==> src/rtl/seq_div_pkg.sv <==
// Shared types and default widths for the restoring sequential divider.
// Any consumer imports this with seq_div_pkg::*.
package seq_div_pkg;

  localparam int SEQ_DIV_N_W = 16;
  localparam int SEQ_DIV_D_W = 8;

  typedef enum logic [1:0] {
    IDLE = 2'd0,
    RUN  = 2'd1,
    DONE = 2'd2
  } state_t;

endpackage

==> src/rtl/seq_div_step.sv <==
// One restoring-division iteration: shift the next dividend bit into the
// partial remainder, trial-subtract the divisor, and emit the quotient bit.
module seq_div_step #(
  parameter int D_W = 8
) (
  input  logic [D_W:0]   i_rem,
  input  logic           i_msb,
  input  logic [D_W-1:0] i_divisor,
  output logic [D_W:0]   o_rem,
  output logic           o_qbit
);

  logic [D_W+1:0] w_shifted;
  logic [D_W:0]   w_diff;

  assign w_shifted = {i_rem, i_msb};
  assign o_qbit    = (w_shifted >= {2'b00, i_divisor});

  // The difference is only selected when it is below the divisor, so the
  // low D_W+1 bits are enough to hold it exactly.
  assign w_diff = w_shifted[D_W:0] - {1'b0, i_divisor};
  assign o_rem  = o_qbit ? w_diff : w_shifted[D_W:0];

endmodule

==> src/rtl/seq_divider.sv <==
// Unsigned restoring divider producing one quotient bit per clock.
// state | meaning
// IDLE  | waiting for start; operands captured on the accepting edge
// RUN   | one shift/compare/subtract iteration per edge, N_W in total
// DONE  | Q/R/dbz valid, done high for this single cycle
module seq_divider
  import seq_div_pkg::*;
#(
  parameter int N_W = SEQ_DIV_N_W,
  parameter int D_W = SEQ_DIV_D_W
) (
  input  logic           clk,
  input  logic           rst,
  input  logic           start,
  input  logic [N_W-1:0] A,
  input  logic [D_W-1:0] B,
  output logic [N_W-1:0] Q,
  output logic [D_W-1:0] R,
  output logic           busy,
  output logic           done,
  output logic           dbz
);

  localparam int CNT_W = (N_W > 1) ? $clog2(N_W) : 1;

  state_t           r_state;
  state_t           w_state_nxt;
  logic [N_W-1:0]   r_dvd;
  logic [D_W:0]     r_rem;
  logic [D_W-1:0]   r_dsr;
  logic [CNT_W-1:0] r_cnt;
  logic [N_W-1:0]   r_q;
  logic [D_W-1:0]   r_r;
  logic             r_dbz;

  logic [D_W:0]     w_rem_nxt;
  logic             w_qbit;
  logic [N_W-1:0]   w_dvd_nxt;
  logic             w_accept;
  logic             w_last;
  logic             w_b_zero;

  seq_div_step #(
    .D_W(D_W)
  ) u_step (
    .i_rem     (r_rem),
    .i_msb     (r_dvd[N_W-1]),
    .i_divisor (r_dsr),
    .o_rem     (w_rem_nxt),
    .o_qbit    (w_qbit)
  );

  // Quotient bits enter from the right as dividend bits leave on the left.
  assign w_dvd_nxt = {r_dvd[N_W-2:0], w_qbit};
  assign w_b_zero  = (B == '0);
  assign w_accept  = (r_state == IDLE) && start;
  assign w_last    = (r_state == RUN) && (r_cnt == '0);

  always_ff @(posedge clk or posedge rst) begin
    if (rst) begin
      r_state <= IDLE;
    end else begin
      r_state <= w_state_nxt;
    end
  end

  always_comb begin
    w_state_nxt = r_state;
    busy        = 1'b0;
    done        = 1'b0;
    case (r_state)
      IDLE: begin
        if (start) begin
          w_state_nxt = w_b_zero ? DONE : RUN;
        end
      end
      RUN: begin
        busy = 1'b1;
        if (r_cnt == '0) begin
          w_state_nxt = DONE;
        end
      end
      DONE: begin
        busy        = 1'b1;
        done        = 1'b1;
        w_state_nxt = IDLE;
      end
      default: begin
        w_state_nxt = IDLE;
      end
    endcase
  end

  always_ff @(posedge clk or posedge rst) begin
    if (rst) begin
      r_dvd <= '0;
      r_rem <= '0;
      r_dsr <= '0;
      r_cnt <= '0;
      r_q   <= '0;
      r_r   <= '0;
      r_dbz <= 1'b0;
    end else if (w_accept) begin
      r_dvd <= A;
      r_dsr <= B;
      r_rem <= '0;
      r_cnt <= CNT_W'(N_W - 1);
      // Divide-by-zero skips RUN entirely, so its result is published here.
      if (w_b_zero) begin
        r_q   <= '1;
        r_r   <= '0;
        r_dbz <= 1'b1;
      end else begin
        r_dbz <= 1'b0;
      end
    end else if (r_state == RUN) begin
      r_dvd <= w_dvd_nxt;
      r_rem <= w_rem_nxt;
      if (w_last) begin
        r_q <= w_dvd_nxt;
        r_r <= w_rem_nxt[D_W-1:0];
      end else begin
        r_cnt <= r_cnt - 1'b1;
      end
    end
  end

  assign Q   = r_q;
  assign R   = r_r;
  assign dbz = r_dbz;

endmodule

==> config.mk <==
export PLATFORM = sky130hd
export DESIGN_NAME = seq_divider
export DESIGN_NICKNAME = d
export VERILOG_FILES = /design/src/rtl/seq_div_pkg.sv /design/src/rtl/seq_div_step.sv /design/src/rtl/seq_divider.sv
export SDC_FILE = /design/constraint.sdc
export NUM_CORES = 1
export LEC_CHECK = 0
export BUFFER_PORTS_ARGS = -buffer_cell sky130_fd_sc_hd__buf_2
export CORE_UTILIZATION = 35
export CTS_CLUSTER_SIZE = 14
export DETAILED_ROUTE_END_ITERATION = 16
export MAX_ROUTING_LAYER = met4
export PLACE_DENSITY_LB_ADDON = 0.2
export SLEW_MARGIN = 20
export SYNTH_ARGS = -nofsm -noshare
export SYNTH_HDL_FRONTEND = slang
export SYNTH_SLANG_ARGS = --single-unit
==> constraint.sdc <==
create_clock -name clk -period 2.9 [get_ports clk]
set_clock_uncertainty 0.2 [all_clocks]
set_input_delay 0.145 -clock clk [delete_from_list [all_inputs] [get_ports clk]]
set_output_delay 0.145 -clock clk [all_outputs]
set_load 0.005 [all_outputs]
---- Word level (Yosys, flattened, before mapping) ----
Index checks and enable logic that the tools add are counted.
operators by class
  $add $sub $neg .......................... 2
  $lt $le $gt $ge ......................... 1
  muxes and demuxes ....................... 23
  equality and inequality tests ........... 6
  reduce and logical (&&, ||, !) cells .... 11
operator list
  cell                 count
  $mux 16              6
  $mux 8               4
  $mux 9               3
  $mux 4               3
  $ge 10x8->1          1
  $sub 9x8->9          1
  $logic_not 8->1      1
  $mux 2               3
  $ne 2x2->1 const B   3
  $logic_not 4->1      1
  $pmux 2 s2           1
  $reduce_and 2->1     2
  $reduce_bool 2->1    2
  $sub 4x1->4 const B  1
  $mux 1               3
  $reduce_and 3->1     1
  $eq 2x1->1 const B   1
  $eq 2x2->1 const B   1
  $logic_and 1x1->1    2
  $logic_not 2->1      1
  $ne 2x1->1 const B   1
  $reduce_or 2->1      1
storage, ports and cells
  register bits ........................... 64
  input port bits ......................... 27
  logic and storage cells ................. 51
  output and inout port bits .............. 27

---- Logic depth before layout (Yosys ltp) ----
  depth after elaboration ................. 5
  depth in mapped cells ................... 10
  depth with buffers taken out ............ 9

---- Cells and area by module ----
Synthesis repeated with hierarchy kept, for this count alone.
unflattened totals
  cells, all modules ...................... 335
  area total of the unflattened synthesis .. 3389.5 um2
modules (own cells, without submodules)
  module        cells each  sequential area each (um2)  times used  area an instance (um2)
  seq_divider   260         1601.5                      1           2866.5
  seq_div_step  75          0.0                         1           523.0

---- Least setup slack after synthesis ----
No wires, ideal clock.
  path type ............................... reg2reg
  start point ............................. register r_dvd[15]
  end point ............................... register r_rem[5]
  setup slack ............................. 0.560 ns
  library setup time ...................... 0.144 ns
  cell stages (with the launch flop) ...... 11
  clock period less this slack ............ 2.340 ns
  required time ........................... 2.556 ns
  data arrival time ....................... 1.997 ns
  buffers on the path ..................... 1
  cell sequence ........................... dfrtp_1 inv_1 ha_1 fa_1 nand2b_1 a211oi_2 or4_4 buf_6 nor2_1 a31oi_1 o31ai_1
between the ends
  cells in the longest elaborated chain, start to end .. 4
  elaborated cells on any way between the ends .. 5
  those cells by class .................... 1 x add/sub; 1 x order compare; 3 x mux
RTL lines
  element                                            line                                    source
  from (decl)                                        seq_divider.sv:28                       logic [N_W-1:0] r_dvd;
  from (signal assigned)                             seq_divider.sv:117                      r_dvd <= w_dvd_nxt;
  $sub 9x8->9 / $ge 10x8->1 (equally long branches)  seq_div_step.sv:21, seq_div_step.sv:17
  $mux 9 (*)                                         seq_div_step.sv:22                      assign o_rem = o_qbit ? w_diff : w_shifted[D_W:0];
  $mux 9 (*)                                         seq_divider.sv:116                      end else if (r_state == RUN) begin
  $mux 9 (*)                                         seq_divider.sv:103                      end else if (w_accept) begin
  to (signal assigned)                               seq_divider.sv:118                      r_rem <= w_rem_nxt;
  to (decl)                                          seq_divider.sv:29                       logic [D_W:0] r_rem;
Mark *: on every way between the ends. The rest lies on a longest branch, timed or not. The select of a mux whose other input is x is not followed.
A chain may end at the register's enable or synchronous reset.

---- Final worst setup path ----
  start point ............................. register r_rem[4]
  end point ............................... register r_rem[4]
between the ends
  cells in the longest elaborated chain, start to end .. 4
RTL lines
  element      line                source
  $ge 10x8->1  seq_div_step.sv:17  assign o_qbit = (w_shifted >= {2'b00, i_divisor});
  $mux 9       seq_div_step.sv:22
  $mux 9       seq_divider.sv:116
  $mux 9       seq_divider.sv:103
No other way between the ends. The select of a mux whose other input is x is not followed.

==> out/results.txt <==
Die ar. = 9305 um^2
CP Data Arrival Time = 2.72 ns
Nets = 434
setup_tns = 0 ns
worst path bufs/invs = 0
DP HPWL = 5039 um
Top-Level Pins = 54
CTS Root Cell = clkbuf_8
GPL Wtd Cong = 0.8982
Gate power share = 0.462
Leak = 1.906 nW
Netlist cell types = 45
Starting Density = 0.3599
Die Ht = 96.46 um
Setup crit end kind = register
final hold violations = 0
top cell type's share of synthesized area = 0.5128
Seq pwr share = 0.326
Clock Latency Late Sink = 0.35 ns
number of vias in the routed layout = 2513
Buffers on Ports = 53
EDFF count, synth = 0
CTS Buf Count = 9
vias in the first global route = 2342
Final min period = 2.647 ns
Reg area = 1602 um^2
Yosys top cell by area = dfrtp_1
drt via density = 4.957
Seq/Total Area, Yosys = 0.5128
ys flop type = dfrtp_1
initial antenna violation count = 0
Setup crit start kind = register
Fill cells = 883
CP Max Fanout = 8
post-CTS setup buffers = 0
CTS H-tree depth = 3
worst setup path category = register to register
WL/cell = 14.07 um
Warnings, synthesis = 0
drt drc = 0
outcome = finished, final reports clean
FFs w/ async S/R, synth = 1.000
Congestion Overflow GR = 0
synthesized area = 3123 um^2
CTS clk-pin slew, worst paths = 0.07 ns
syn nets = 349
pwr dens = 1021 nW/um^2
slew margin rel. = 0.4638
synthesis-to-layout area growth = 29.21%
Mapped Cells = 309
leading post-synthesis cells by cell area = dfrtp_1 (51%), o21ai_0 (5.6%), mux2i_1 (5.4%)
max-cap violation count = 0
Initial DRC Count = 92
critical path's top delay family = simple AND/OR/NAND/NOR gates
CTS sink cnt = 64
post-route ant nets = 0
Reg2Reg Depth = 7
NetSw = 1.683 mW
Multi-input gate area = 1388 um^2
setup repair after global routing missed its margin = no
setup violators final = 0
final core utilization = 0.4650
core area = 8678 um^2
required time worst endpoint = 2.97 ns
VDD IR-drop max = 0.5197 mV
Worst Max-Slew Pin Slew = 0.7977 ns
Tot GR Track Use = 0.1765
share of layout cells above drive strength 1 = 0.2281
final period utilization = 0.9128
internal power = 2.437 mW
clock power share = 0.212
Slowest-stage cell, CP = nor4_2
RR Endpoint = r_rem[4]
Hold WC Path Type = primary input to async pin
Slew Limit Fails = 0
CTS Buffer Depth = 2
ant diodes = 0
CP peak stage delay = 0.70 ns
DRT Pass-1 Iters = 4
f_max = 377.8 MHz
first-pass GRT wire length = 11680 um
largest net degree at the start of global routing = 43
reg2reg start = r_rem[4]
r2r setup slk = 0.25 ns
register bit total from synthesis = 64
Die Wd = 96.46 um
CTS tree = built
Site Rows = 34
Min Hold Slack = 0.1659 ns
synthesized area per cell = 10.11 um^2
Post-Route WL = 7135 um
worst path cell trace = ha_1 -> a211oi_2 -> o21bai_1 -> nor4_2 -> nand2_1 -> o31a_1 -> a21oi_1
Net Sw Frac = 0.4084
==> registers in the layout (all words and copies together), names as in the netlist <==
signal   count
Q           16
R            8
dbz          1
r_cnt        4
r_dsr        8
r_dvd       16
r_rem        9
r_state      2
==> worst max-delay path by stage <==
stage / start / end / cells past startpoint
finish: r_rem[4] / r_rem[4] / 7
global route: r_rem[4] / r_rem[6] / 7
CTS: r_dvd[15] / r_rem[7] / 9
detailed placement: r_dvd[15] / r_rem[7] / 9
global placement: r_dvd[15] / r_rem[7] / 9
floorplan: r_dvd[15] / r_rem[5] / 10
==> timing repair <==
action	4_1_cts	5_1_grt
endpoints found under the hold margin	47	0
resized for setup	0	0
hold buffers	26	0
==> metal layers <==
layer	part of all wire	vias up	global-route usage
li1	-	1268	-
met1	0.49	1190	0.2292
met2	0.45	48	0.2594
met3	0.047	7	0.07199
met4	0.0078	0	0.03676
met5	0	-	-
==> logic make-up after synthesis <==
kind of cell    synth area share
compound gates            0.2047
xor+xnor                 0.01402
fa+ha+maj                0.05449
buf+inv                  0.04287
flops                     0.5128
mux                      0.05449
simple gates              0.1166
==> tightest hold or removal path: cells and delay by family <==
| kind | cells | cell delay [ns] |
|---|---|---|
| buffers and inverters | 3 | 1.01 |
==> final cells by class <==
cell class,instances,area share
Tap cell,108,0.03349
Sequential cell,64,0.3969
Clock inverter,6,0.02295
Multi-Input combinational cell,212,0.3439
Clock buffer,10,0.03411
Timing Repair Buffer,89,0.1519
Inverter,18,0.01674
==> cells in the mapped netlist, types with 2 or more instances <==
cell type,count
clkbuf_1,12
xnor2_1,3
a31oi_1,4
o21bai_1,2
o21a_1,2
nand2_1,45
nor4_1,3
xor2_1,2
o21ai_2,5
nor2_1,10
ha_1,12
o21ai_1,6
or3_1,2
o221ai_1,2
o22a_1,15
inv_1,18
o31ai_1,2
nand4_1,2
o21ai_0,35
a21oi_1,13
o211ai_1,2
and3_1,2
dfrtp_1,64
mux2i_1,17
a211oi_2,2
nand2b_1,4
nand3_1,4
buf_2,2
==> power groups by stage <==
stage / Combinational [mW] / Clock, mW / Sequential, mW
4_1_cts: 1.92 / 0.905 / 1.34
3_3_place_gp: 1.87 / 0 / 1.36
5_1_grt: 2.14 / 0.941 / 1.38
2_1_floorplan: 1.48 / 0 / 1.31
3_5_place_dp: 1.88 / 0 / 1.36
6_report: 1.90 / 0.874 / 1.34
==> stage by stage <==
stage                     power [mW]  cells  setup WS [ns]  cell area (um^2)
after floorplan                2.785    309         0.5595              3123
after global placement         3.227    465         0.3634              3545
after detailed placement       3.242    465         0.2831              3545
after CTS                      4.164    507         0.2603              4035
after global routing           4.460    507        0.03931              4035
final                          4.120    507         0.2528              4035
==> cells in the final DEF (no fill, tap or decap), types with 5 or more instances in the layout <==
master,count
dlygate4sd3_1,26
o21ai_2,5
inv_1,17
clkbuf_8,10
nor2_1,10
dfrtp_1,64
a21oi_1,13
o21ai_0,35
nand2_1,45
ha_1,12
o22a_1,15
buf_2,53
o21ai_1,6
mux2i_1,17
buf_4,9
(Power assumes the default switching activity.)
